## config.mk

```make
export PLATFORM = sky130hd
export DESIGN_NAME = bubble_index_gen
export DESIGN_NICKNAME = d
export VERILOG_FILES = /design/src/rtl/bubble_pkg.sv /design/src/rtl/bubble_j_counter.sv /design/src/rtl/bubble_index_gen.sv
export SDC_FILE = /design/constraint.sdc
export NUM_CORES = 1
export LEC_CHECK = 0
export BUFFER_PORTS_ARGS = -buffer_cell sky130_fd_sc_hd__buf_2
export CORE_ASPECT_RATIO = 1.4
export CORE_MARGIN = 10
export CORE_UTILIZATION = 48
export DETAILED_ROUTE_END_ITERATION = 16
export PLACE_DENSITY = 0.69
export SLEW_MARGIN = 20
export SYNTH_ARGS = -nofsm -noshare
export SYNTH_HDL_FRONTEND = slang
export SYNTH_HIERARCHICAL = 1
export SYNTH_SLANG_ARGS = --single-unit
```

## constraint.sdc

```tcl
create_clock -name clk -period 11 [get_ports clk]
set_clock_uncertainty 0.2 [all_clocks]
set_input_delay 0.55 -clock clk [delete_from_list [all_inputs] [get_ports clk]]
set_output_delay 0.55 -clock clk [all_outputs]
set_load 0.05 [all_outputs]
```

## src/rtl/bubble_pkg.sv

```systemverilog
// bubble_pkg: shared state encoding and default index width for the bubble-sort index generator
package bubble_pkg;
    localparam int IDX_W = 16;
    typedef enum logic [1:0] {
        IDLE     = 2'd0,
        CMP      = 2'd1,
        PASS_END = 2'd2,
        DONE     = 2'd3
    } state_e;
endpackage

```

## src/rtl/bubble_j_counter.sv

```systemverilog
// bubble_j_counter: clearable compare-index counter with end-of-pass detect
// Ports: clr_i clears j, en_i increments j, last_o flags j == lim_i-1-i_i.
module bubble_j_counter import bubble_pkg::*; #(
    parameter int N = IDX_W
) (
    input  logic         clk,
    input  logic         rst,
    input  logic         clr_i,
    input  logic         en_i,
    input  logic [N-1:0] lim_i,
    input  logic [N-1:0] i_i,
    output logic [N-1:0] j_o,
    output logic         last_o
);
    logic [N-1:0] j_q, j_d;
    always_comb j_d = clr_i ? '0 : en_i ? j_q + 1'b1 : j_q;
    always_ff @(posedge clk) begin
        if (!rst) j_q <= '0;
        else      j_q <= j_d;
    end
    assign j_o    = j_q;
    // i never exceeds lim-1, so this difference cannot wrap
    assign last_o = j_q == lim_i - 1'b1 - i_i;
endmodule

```

## src/rtl/bubble_index_gen.sv

```systemverilog
// bubble_index_gen: sequences pass index i and compare index j for a top-down bubble sort
// Ports: start/n_1 launch a sort; step/swapped_in close each compare;
// cmp_valid/idx_j/idx_i request a compare; busy, pass_done and done report progress.
module bubble_index_gen import bubble_pkg::*; #(
    parameter int N = IDX_W
) (
    input  logic         clk,
    input  logic         rst,
    input  logic         start,
    input  logic [N-1:0] n_1,
    input  logic         step,
    input  logic         swapped_in,
    output logic         cmp_valid,
    output logic [N-1:0] idx_j,
    output logic [N-1:0] idx_i,
    output logic         busy,
    output logic         pass_done,
    output logic         done
);
    state_e       state_q, state_d;
    logic [N-1:0] lim_q, lim_d, i_q, i_d;
    logic         swap_q, swap_d, j_clr, j_en, j_last;
    bubble_j_counter #(.N(N)) u_j (
        .clk    (clk),
        .rst    (rst),
        .clr_i  (j_clr),
        .en_i   (j_en),
        .lim_i  (lim_q),
        .i_i    (i_q),
        .j_o    (idx_j),
        .last_o (j_last)
    );
    always_comb begin
        state_d = state_q;
        lim_d   = lim_q;
        i_d     = i_q;
        swap_d  = swap_q;
        j_clr   = 1'b0;
        j_en    = 1'b0;
        case (state_q)
            IDLE: if (start) begin
                lim_d   = n_1;
                i_d     = '0;
                swap_d  = 1'b0;
                j_clr   = 1'b1;
                state_d = n_1 != '0 ? CMP : DONE;
            end
            CMP: if (step) begin
                swap_d  = swap_q | swapped_in;
                j_en    = !j_last;
                state_d = j_last ? PASS_END : CMP;
            end
            PASS_END: if (!swap_q || i_q == lim_q - 1'b1) begin
                state_d = DONE;
            end else begin
                i_d     = i_q + 1'b1;
                swap_d  = 1'b0;
                j_clr   = 1'b1;
                state_d = CMP;
            end
            default: state_d = IDLE;
        endcase
    end
    always_ff @(posedge clk) begin
        if (!rst) begin
            state_q <= IDLE;
            lim_q   <= '0;
            i_q     <= '0;
            swap_q  <= 1'b0;
        end else begin
            state_q <= state_d;
            lim_q   <= lim_d;
            i_q     <= i_d;
            swap_q  <= swap_d;
        end
    end
    assign cmp_valid = state_q == CMP;
    assign pass_done = state_q == PASS_END;
    assign done      = state_q == DONE;
    assign busy      = state_q != IDLE;
    assign idx_i     = i_q;
endmodule
```

== After elaboration in Yosys (flattened, before gate mapping) ==
Cells that the tools add are included.

* Flip-flop bits (word level): 51
* Input port bits: 21
* Output and inout port bits: 36
* Word-level logic and storage cells: 50

* $add $sub $neg: 4
* Eq/ne operators: 8
* Muxes and demuxes: 18
* Bitwise gates (word level): 2
* Reduce and logical (&&, ||, !) cells: 13

{| class="wikitable"
|+ Operators with widths
! kind !! count
|-
| $add A16 B1 Y16 const B || 2
|-
| $eq A16 B16 Y1 || 2
|-
| $mux W16 || 2
|-
| $pmux W16 S2 || 1
|-
| $reduce_bool A16 Y1 || 1
|-
| $sub A16 B1 Y16 const B || 1
|-
| $sub A16 B16 Y16 || 1
|-
| $mux W2 || 5
|-
| $mux W1 || 7
|-
| $ne A2 B2 Y1 const B || 3
|-
| $pmux W2 S3 || 1
|-
| $eq A2 B2 Y1 const B || 2
|-
| $reduce_and A2 Y1 || 2
|-
| $reduce_and A4 Y1 || 1
|-
| $reduce_bool A2 Y1 || 2
|-
| $pmux W1 S3 || 1
|-
| $reduce_and A3 Y1 || 1
|-
| $reduce_bool A3 Y1 || 1
|-
| $eq A2 B1 Y1 const B || 1
|-
| $logic_not A1 Y1 || 2
|-
| $logic_not A2 Y1 || 1
|-
| $pmux W1 S2 || 1
|-
| $reduce_or A2 Y1 || 1
|-
| $logic_or A1 B1 Y1 || 1
|-
| 2 further kinds || 2
|}

== Longest topological paths before layout ==
Gate-level depths: netlist of run 1.

* Depth after elaboration: 6
* Mapped depth: 18
* Gate-level depth less buffers: 18

== By module ==
The synthesis of run 1 kept the hierarchy.

{| class="wikitable"
|+ By module, submodules not included
! module !! instances !! cells each !! area each (sq um) !! sequential area each (sq um)
|-
| bubble_index_gen || 1 || 287 || 2180.8 || 700.7
|-
| bubble_j_counter || 1 || 226 || 1756.7 || 320.3
|}

== Worst setup path after synthesis of run 1 ==
Ideal clock, no wire load.

* Path kind: reg-to-reg
* Start point: register i_q[11] (netlist: idx_i[11])
* End point: register u_j.j_q[13] (netlist: u_j/j_o[13])
* Library setup time: 128 ps
* Data arrival time: 3628 ps
* Data required time: 10672 ps
* Path slack: 7044 ps
* Stages on the path, launching flop included: 17
* Path buffers: 1
* Clock period less this slack: 3956 ps
* Cell sequence: dfxtp_1 -> inv_1 -> ha_1 -> buf_2 -> a211o_1 -> a211o_1 -> a31o_2 -> nor3b_1 -> a311o_1 -> nand4_1 -> nor4_2 -> and3b_1 -> nand4_1 -> nor2_1 -> nand3_1 -> xor2_1 -> nor2_1

* Longest elaborated chain between the ends: 5
* Elaborated cells between the ends (all ways): 10
* Classes of those cells: add/sub: 1; eq/ne: 2; mux: 4; reduce/logical: 3

{| class="wikitable"
|+ Ends and longest elaborated chain
! item !! line !! RTL
|-
| from (decl) || bubble_index_gen.sv:21 || <nowiki>logic [N-1:0] lim_q, lim_d, i_q, i_d;</nowiki>
|-
| from (signal assigned) || bubble_index_gen.sv:73 || <nowiki>i_q <= i_d;</nowiki>
|-
| $sub A16 B16 Y16 || bubble_j_counter.sv:23 || <nowiki>assign last_o = j_q == lim_i - 1'b1 - i_i;</nowiki>
|-
| $eq A16 B16 Y1 || bubble_j_counter.sv:23 ||
|-
| via j_last || bubble_index_gen.sv:22 || <nowiki>logic swap_q, swap_d, j_clr, j_en, j_last;</nowiki>
|-
| $logic_not A1 Y1 || bubble_index_gen.sv:50 || <nowiki>j_en = !j_last;</nowiki>
|-
| $mux W1 || bubble_index_gen.sv:48 || <nowiki>CMP: if (step) begin</nowiki>
|-
| $mux W1 || bubble_index_gen.sv:40 || <nowiki>case (state_q)</nowiki>
|-
| via j_en || bubble_index_gen.sv:22 ||
|-
| to (signal assigned) || bubble_j_counter.sv:19 || <nowiki>else j_q <= j_d;</nowiki>
|-
| to (decl) || bubble_j_counter.sv:15 || <nowiki>logic [N-1:0] j_q, j_d;</nowiki>
|}

The timed path passes the listed nets, and every way through them passes these cells.
A chain may end at the register's enable or synchronous reset.

== Final worst setup path of run 1 ==
* Start point: register lim_q[0]
* End point: register u_j.j_q[13] (netlist: u_j/j_o[13])

* Longest elaborated chain between the ends: 6
* Elaborated cells between the ends (all ways): 11
* Classes of those cells: add/sub: 2; eq/ne: 2; mux: 4; reduce/logical: 3

{| class="wikitable"
|+ Ends and longest elaborated chain
! item !! line !! RTL
|-
| from (decl) || bubble_index_gen.sv:21 ||
|-
| from (signal assigned) || bubble_index_gen.sv:72 || <nowiki>lim_q <= lim_d;</nowiki>
|-
| $sub A16 B1 Y16 || bubble_j_counter.sv:23 ||
|-
| $sub A16 B16 Y16 || bubble_j_counter.sv:23 ||
|-
| $eq A16 B16 Y1 || bubble_j_counter.sv:23 ||
|-
| via j_last || bubble_index_gen.sv:22 ||
|-
| $logic_not A1 Y1 || bubble_index_gen.sv:50 ||
|-
| $mux W1 || bubble_index_gen.sv:48 ||
|-
| $mux W1 || bubble_index_gen.sv:40 ||
|-
| via j_en || bubble_index_gen.sv:22 ||
|}

The timed path passes the listed nets, and every way through them passes these cells.

==> impl_metrics.yaml, run 1 <==
layout:
  fill_cells: 793
  syn_to_final_growth_pct: 11.8
  regArea_sq_mm: 0.00102
  multi_input_area_sq_mm: 0.00269
  layout-drive-gt1-share: 0.141
  antenna_cells: 0
  nets: 591
critical_path:
  rrSetupSlack_ns: 6.83
  worstPathMaxFanout: 9
  rr_worst_depth: 17
  r2r-end: "u_j/j_o[13]"
  critPathKind: "reg2reg"
  worstSetupEndpointType: "flip-flop"
  start_kind: "flip-flop"
  crit_arrival_ns: 4.13
  worstReg2RegStart: "lim_q[0]"
  required_ns: 10.96
logic_synthesis:
  synth_area_leaders: "dfxtp_1, xnor2_1, a21oi_1, nand2_1, ha_1"
  syn_nets: 553
  synth_edf_count: 0
  avgSynthCellArea_sq_um: 7.68
  synth_cells: 513
  syn_area_sq_mm: 0.00394
  synth_top_area_frac: 0.259
  synth_commonest_cells: "nand2_1, dfxtp_1, a21oi_1, nor2_1, inv_1"
  ys_seq_elements: 51
  synth_most_common_cell: "nand2_1"
  synthFlopType: "dfxtp_1"
  async_flop_share: 0
  yosysUniqueCellTypes: 61
  yosys.area.top_type: "dfxtp_1"
  ys_seq_area_frac: 0.259
  yosys_warnings: 6
sta:
  finalSetupViolations: 0
  relSlewSlack: 0.500
  setup_ws_ns: 6.83
  max_freq_mhz: 240
  period_needed_ns: 4.17
  grt_setup_unrepaired: "no"
  setup_tns_ns: 0
  period_share: 0.379
  worst_pin_slew_ns: 0.749
  slew_viol_final: 0
  finalHoldViolations: 0
drt:
  drtPass1Iterations: 4
  vias: 3855
  antenna_left: 0
  drc_errors: 0
  routed_via_density: 5.89
  drt_iter0_drc: 150
  drt_wl_total_mm: 10.9
  avgRoutedWirePerCell_um: 16.7
global_route:
  overflow: 0
  grt.total_usage: 0.176
  grt_pass1_vias: 3751
  grt_pass1_wl_mm: 17.8
  grt_max_degree: 30
  antenna_found_initial: 0
floorplan:
  core_sq_mm: 0.00810
  die_h_um: 127
  io_pins: 57
  die_x_um: 96.5
  die_area_sq_mm: 0.0123
  start_util: 0.486
  rows: 39
job:
  drv_cap: 0
clock_network:
  cts_root_buf: "clkbuf_16"
  cts_tree: "done"
  clock_latency_ns: 0.30
  clk_pin_slew_ns: 0.07
  htree_levels: 2
  cts_resized: 0
  postCtsSetupBuffers: 0
  numClockSinks: 51
  cts.path.max_buffers: 2
  cts_buffers: 5
  postCtsHoldBufs: 0
min_path:
  hp-class: "in2reg"
  min_to: "lim_q[4]"
  hp-start: "n_1[4]"
  holdPathStages: 3
place:
  place_congestion: 0.891
  dp_slack_ns: 6.91
  dp_hpwl_mm: 8.49
  io_buffers: 56
power_and_ir_drop:
  total_power_mw: 0.491
  power.leakage_nw: 1.74
  vdd_drop_max_mv: 0.0747
  p_per_area_mw_per_mm2: 111
status:
  status: "complete, no violations"
[through the flow]
step                      cell area, sq um  hold WS (ns)   util  std cells
after floorplan                       3940         0.272      -        513
after global placement                4240         0.282  0.524        646
after detailed placement              4240         0.290  0.524        646
after CTS                             4400         0.291  0.544        654
after global routing                  4400         0.305  0.544        654
final                                 4400         0.293  0.544        654
[state kept, by name, summed over array words and instances (netlist names)]
| register | cells |
|---|---|
| idx_i | 16 |
| lim_q | 16 |
| u_j/j_o | 16 |
| state_q | 2 |
| swap_q | 1 |
[critical path, cell delays in order (launching register included)]
cell,delay [ns]
dfxtp_1,0.47
ha_1,0.26
inv_1,0.07
fa_1,0.40
nor2b_1,0.21
o31ai_1,0.10
a21oi_1,0.29
a21o_1,0.19
nor3b_1,0.05
a311o_1,0.33
nand4_1,0.12
nor4_2,0.08
and3b_1,0.35
nand4_1,0.32
nor2_1,0.27
nand3_1,0.12
xor2_1,0.15
nor2_1,0.05
[area by class of cell]
cell class / count / area share
timing repair buffer: 58 / 0.0671
tap: 102 / 0.0290
clock inverter: 1 / 0.00171
multi-input combinational: 405 / 0.610
inverter: 30 / 0.0256
clock buffer: 7 / 0.0347
sequential: 51 / 0.232
[worst max-delay path by stage]
stage               startpoint           to  slack (ns)  cells past startpoint
floorplan            idx_i[11]  u_j/j_o[13]        7.04                     16
global placement      lim_q[0]  u_j/j_o[13]        7.00                     17
detailed placement    lim_q[0]  u_j/j_o[13]        6.91                     17
CTS                   lim_q[0]  u_j/j_o[13]        6.89                     17
global route          lim_q[0]  u_j/j_o[13]        6.45                     17
finish                lim_q[0]  u_j/j_o[13]        6.83                     17
[cell families (layout without fill, tap and decap cells)]
family,count (synthesis),after routing,share of synthesized area
AOI/OAI and AO/OA,121,121,0.211
xor gates and xnor gates,53,53,0.118
adders and majority gates,19,19,0.0623
buffers and inverters,57,96,0.0585
DFF,51,51,0.259
muxes,8,8,0.0207
and+or+nand+nor,204,204,0.270
[cell usage in the layout, fill, tap and decap left out, drive strengths merged, types with 6 or more instances in the layout]
master   n
nor3    13
nand3   16
buf     58
nor2    35
o31ai   12
and3    10
or3      6
inv     30
a21o     7
a21oi   50
xnor2   29
dfxtp   51
or4     12
clkbuf   7
nor4    10
nand4   15
ha      18
mux2i    7
xor2    24
a31oi    8
o211ai   8
nand2b   7
o21ai    9
nand2   61
[power by group]
part / total (mW) / leakage, nW / switching (mW) / internal, mW
Combinational: 0.126 / 1.25 / 0.0725 / 0.0531
Clock: 0.168 / 0.0761 / 0.0716 / 0.0969
Sequential: 0.197 / 0.414 / 0.00786 / 0.189
[metal layers]
metal	GRT usage	vias up	routed length (um)
li1	-	1939	-
met1	0.208	1794	4630
met2	0.302	102	5450
met3	0.0317	20	555
met4	0.0712	0	269
met5	0	-	0
No activity file was read; power rests on OpenSTA's default activity.
==> run 2, diff against run 1 <==
Settings changed: PLACE_DENSITY 0.69 to 0.71.
Clock period 11 ns to 3.71 ns, I/O delays scaled along.
==> impl_metrics.yaml, run 2 (synthesis gave the netlist of run 1 again) <==
clock_network:
  htree_levels: 2
  clock_latency_ns: 0.30
  clk_pin_slew_ns: 0.07
  cts_tree: "done"
  cts.path.max_buffers: 2
  cts_root_buf: "clkbuf_16"
  numClockSinks: 51
  cts_buffers: 5
sta:
  relSlewSlack: 0.382
  period_needed_ns: 3.61
  setup_ws_ns: 0.0951
  grt_setup_unrepaired: "yes"
  slew_viol_final: 0
  finalSetupViolations: 0
  worst_pin_slew_ns: 0.927
  max_freq_mhz: 277
  period_share: 0.974
  finalHoldViolations: 0
floorplan:
  io_pins: 57
  die_h_um: 127
  start_util: 0.486
  die_x_um: 96.5
  core_sq_mm: 0.00810
  rows: 39
  die_area_sq_mm: 0.0123
place:
  dp_hpwl_mm: 8.67
  place_congestion: 0.907
  io_buffers: 56
  dp_slack_ns: -0.0242
  placed_cells: 669
power_and_ir_drop:
  p_sw_frac: 0.325
  p_per_area_mw_per_mm2: 303
  p_int_mw: 1.00
  vdd_drop_max_mv: 0.180
  clock_power_share: 0.326
  comb_power_share: 0.287
  pwr-share-seq: 0.386
  power.leakage_nw: 1.97
  p_sw_mw: 0.483
min_path:
  holdPathStages: 3
  min_to: "lim_q[0]"
  hp-class: "in2reg"
  hp-start: "n_1[0]"
global_route:
  overflow: 0
  grt_max_degree: 30
  grt_pass1_vias: 4053
  grt.total_usage: 0.190
  antenna_found_initial: 1
  grt_pass1_wl_mm: 19.0
critical_path:
  worstReg2RegStart: "idx_i[1]"
  slowest_delay_ns: 0.36
  worstSetupEndpointType: "flip-flop"
  critPathTopFamily: "compound AO/OA/AOI/OAI gates"
  crit_arrival_ns: 3.63
  rr_worst_depth: 15
  critPathKind: "reg2reg"
  r2r-end: "u_j/j_o[5]"
  critPathLaunch: "idx_i[1]"
  start_kind: "flip-flop"
  worstPathMaxFanout: 5
  cp_num_buf_inv: 2
  path_cells: "inv_1 -> ha_4 -> a211oi_2 -> o21bai_1 -> a21o_1 -> a31oi_4 -> o211ai_4 -> o41ai_2 -> xnor2_1 -> nor4_2 -> and3b_2 -> nand4_1 -> buf_4 -> or3_1 -> a21oi_1"
  crit_slowest_cell: "dfxtp_4"
  required_ns: 3.73
  rrSetupSlack_ns: 0.1
layout:
  nets: 638
  final_cell_mix: "nand2_1, buf_2, a21oi_1"
  syn_to_final_growth_pct: 24.5
  layout-drive-gt1-share: 0.239
  final_cell_count_no_fill: 702
  layout_commonest_cell: "nand2_1"
drt:
  drt_wl_total_mm: 11.6
  antenna_left: 0
  avgRoutedWirePerCell_um: 16.5
  drtPass1Iterations: 4
  drt_iter0_drc: 154
  vias: 4111
  drc_errors: 0
  routed_via_density: 5.86
status:
  status: "complete, no violations"
job:
  drv_cap: 0
## run 2: changes by cell type in the layout (fill, tap and decap cells not counted), sizes merged
| cell | change |
|---|---|
| buf | +32 |
| clkinv | +1 |
| diode | +1 |
| inv | +2 |
| clkbuf | -2 |
| dlygate4sd3 | +15 |
| clkinvlp | -1 |
## run 2: worst register-to-register path, cell delays in order, from the launching register on
cell      delay [ns]
dfxtp_4         0.36
inv_1           0.09
ha_4            0.21
a211oi_2        0.20
o21bai_1        0.10
a21o_1          0.20
a31oi_4         0.22
o211ai_4        0.12
o41ai_2         0.34
xnor2_1         0.22
nor4_2          0.10
and3b_2         0.26
nand4_1         0.22
buf_4           0.23
or3_1           0.32
a21oi_1         0.14
## run 2: timing repair
action	CTS	global route
pin swaps	0	17
hold buffers	15	0
setup buffers	1	8
endpoints found under the hold margin	15	0
resized for setup	0	27
setup endpoints to repair	1	13
## run 2: power groups by stage
stage	Combinational, mW	Clock [mW]	Sequential, mW
2_1_floorplan	0.297	0	0.588
3_3_place_gp	0.386	0	0.587
3_5_place_dp	0.394	0	0.587
4_1_cts	0.409	0.495	0.574
5_1_grt	0.468	0.514	0.577
6_report	0.427	0.485	0.575
## run 2: stage by stage
stage               power (mW)  utilization  area (sq um)  hold slack [ns]  setup TNS, ns
finish                    1.49        0.605          4900           0.0184              0
global route              1.56        0.605          4900          0.00661         -0.237
CTS                       1.48        0.585          4740          0.00701              0
detailed placement       0.981        0.547          4430            0.244        -0.0242
global placement         0.972        0.547          4430            0.240              0
floorplan                0.885            -          3950            0.121              0
## run 2: layer usage
layer,share of wire,up-vias,routed length (um),track usage
li1,-,2031,-,-
met1,0.40,1956,4600,0.213
met2,0.51,102,5950,0.332
met3,0.059,22,680,0.0399
met4,0.029,0,334,0.0806
met5,0,-,0,0
## run 2: how the worst max path moves through the flow
stage,endpoint,cells after the start
final,u_j/j_o[5],15
after global routing,u_j/j_o[10],17
after CTS,u_j/j_o[13],18
after detailed placement,u_j/j_o[13],18
after global placement,u_j/j_o[13],18
after floorplan,u_j/j_o[13],16
## run 2: area by class of cell
cell class,count,area [sq um]
well taps,102,128
repair buffers,105,689
clock inverters,3,22.5
fillers,746,3200
clock buffers,5,125
flip-flops and latches,51,1050
diodes,1,2.50
multi-input cells,405,2780
inverters,30,113
==> run 3, diff against run 2 <==
Settings changed: HOLD_SLACK_MARGIN set to 0.08.
==> impl_metrics.yaml, run 3 (synthesis gave the netlist of run 1 again) <==
status:
  status: "complete, no violations"
sta:
  period_needed_ns: 3.64
  finalHoldViolations: 0
  slew_viol_final: 0
  grt_setup_unrepaired: "yes"
  period_share: 0.980
  worst_pin_slew_ns: 0.924
  relSlewSlack: 0.384
  finalSetupViolations: 0
  setup_tns_ns: 0
  max_freq_mhz: 275
critical_path:
  rr_worst_depth: 15
  crit_arrival_ns: 3.65
  rrSetupSlack_ns: 0.07
  worstSetupEndpointType: "flip-flop"
  required_ns: 3.73
  critPathKind: "reg2reg"
  r2r-end: "u_j/j_o[5]"
  start_kind: "flip-flop"
  worstPathMaxFanout: 5
  worstReg2RegStart: "idx_i[1]"
power_and_ir_drop:
  vdd_drop_max_mv: 0.180
  total_power_mw: 1.49
  power.leakage_nw: 1.98
  p_per_area_mw_per_mm2: 303
global_route:
  grt_max_degree: 30
  grt_pass1_wl_mm: 19.0
  grt.total_usage: 0.190
  grt_pass1_vias: 4062
  antenna_found_initial: 1
  overflow: 0
clock_network:
  htree_levels: 2
  numClockSinks: 51
  cts_tree: "done"
  cts_buffers: 5
  clock_latency_ns: 0.30
  cts.path.max_buffers: 2
  cts_root_buf: "clkbuf_16"
  clk_pin_slew_ns: 0.08
layout:
  layout_commonest_cell: "nand2_1"
  nets: 641
  final_cell_mix: "nand2_1, buf_2, a21oi_1"
  layout-drive-gt1-share: 0.238
  syn_to_final_growth_pct: 25.3
  fill_cells: 740
  final_cell_count_no_fill: 705
  final_util: 0.609
floorplan:
  die_area_sq_mm: 0.0123
  core_sq_mm: 0.00810
  die_h_um: 127
  start_util: 0.486
  io_pins: 57
  die_x_um: 96.5
  rows: 39
min_path:
  min_to: "state_q[0]"
  hp-class: "in2reg"
  hp-start: "start"
  holdPathStages: 5
drt:
  vias: 4130
  drt_iter0_drc: 178
  drt_wl_total_mm: 11.6
  routed_via_density: 5.86
  avgRoutedWirePerCell_um: 16.5
  drtPass1Iterations: 4
  drc_errors: 0
  antenna_left: 0
place:
  dp_hpwl_mm: 8.67
  placed_cells: 669
  io_buffers: 56
  place_congestion: 0.907
job:
  drv_cap: 0
run 3: cell count changes in the layout (fill, tap and decap cells not counted):
cell           before  now
dlygate4sd3_1      15   18
run 3: layout make-up:
type                    instances  area, sq um  share of cell area
well taps                     102          128              0.0259
inverters                      30          113              0.0228
clock inverters                 3         22.5             0.00457
diodes                          1         2.50            0.000507
multi-input cells             405         2780               0.563
flip-flops and latches         51         1050               0.212
repair buffers                108          719               0.146
clock buffers                   5          125              0.0254
run 3: critical path: stages, from the launching register on:
cell and delay [ns]:
dfxtp_4 0.36, inv_1 0.09, ha_4 0.21, a211oi_2 0.20
o21bai_1 0.11, a21o_1 0.20, a31oi_4 0.22, o211ai_4 0.12
o41ai_2 0.34, xnor2_1 0.22, nor4_2 0.10, and3b_2 0.26
nand4_1 0.22, buf_4 0.23, or3_1 0.32, a21oi_1 0.16
run 3: per-stage QoR:
stage	hold WS (ns)	setup WS, ns	instance area [sq um]
2_1_floorplan	0.121	0.00576	3950
3_3_place_gp	0.240	0.107	4430
3_5_place_dp	0.244	-0.0242	4430
4_1_cts	0.123	0.0445	4770
5_1_grt	0.179	-0.0441	4930
6_report	0.127	0.0732	4930
run 3: repair_timing:
| action | CTS | global route |
|---|---|---|
| hold buffers | 18 | 0 |
| buffers inserted | 1 | 8 |
| gates cloned | 0 | 0 |
| hold endpoints to repair | 19 | 0 |
| resized for setup | 0 | 27 |
| endpoints found under the setup margin | 1 | 13 |
| pin swaps | 0 | 17 |
run 3: power breakdown:
group / switching (mW) / internal, mW / leakage [nW]
Combinational: 0.236 / 0.194 / 1.49
Sequential: 0.0167 / 0.558 / 0.421
Clock: 0.234 / 0.255 / 0.0746
Total: 0.487 / 1.01 / 1.98
run 3: per-layer routing:
layer | vias up | global-route usage | part of all wire | wire, um
met5 | - | 0 | 0 | 0
met4 | 0 | 0.0806 | 0.030 | 354
met3 | 25 | 0.0363 | 0.059 | 685
met2 | 112 | 0.333 | 0.51 | 5900
met1 | 1957 | 0.213 | 0.40 | 4670
li1 | 2036 | - | - | -
run 3: how the worst max path moves through the flow:
stage | start | endpoint | slack [ns] | depth (start not counted)
floorplan | idx_i[12] | u_j/j_o[13] | 0.006 | 16
global placement | idx_i[0] | u_j/j_o[13] | 0.11 | 18
detailed placement | idx_i[0] | u_j/j_o[13] | -0.02 | 18
CTS | idx_i[0] | u_j/j_o[13] | 0.04 | 18
global route | idx_i[12] | u_j/j_o[10] | -0.04 | 17
finish | idx_i[1] | u_j/j_o[5] | 0.07 | 15
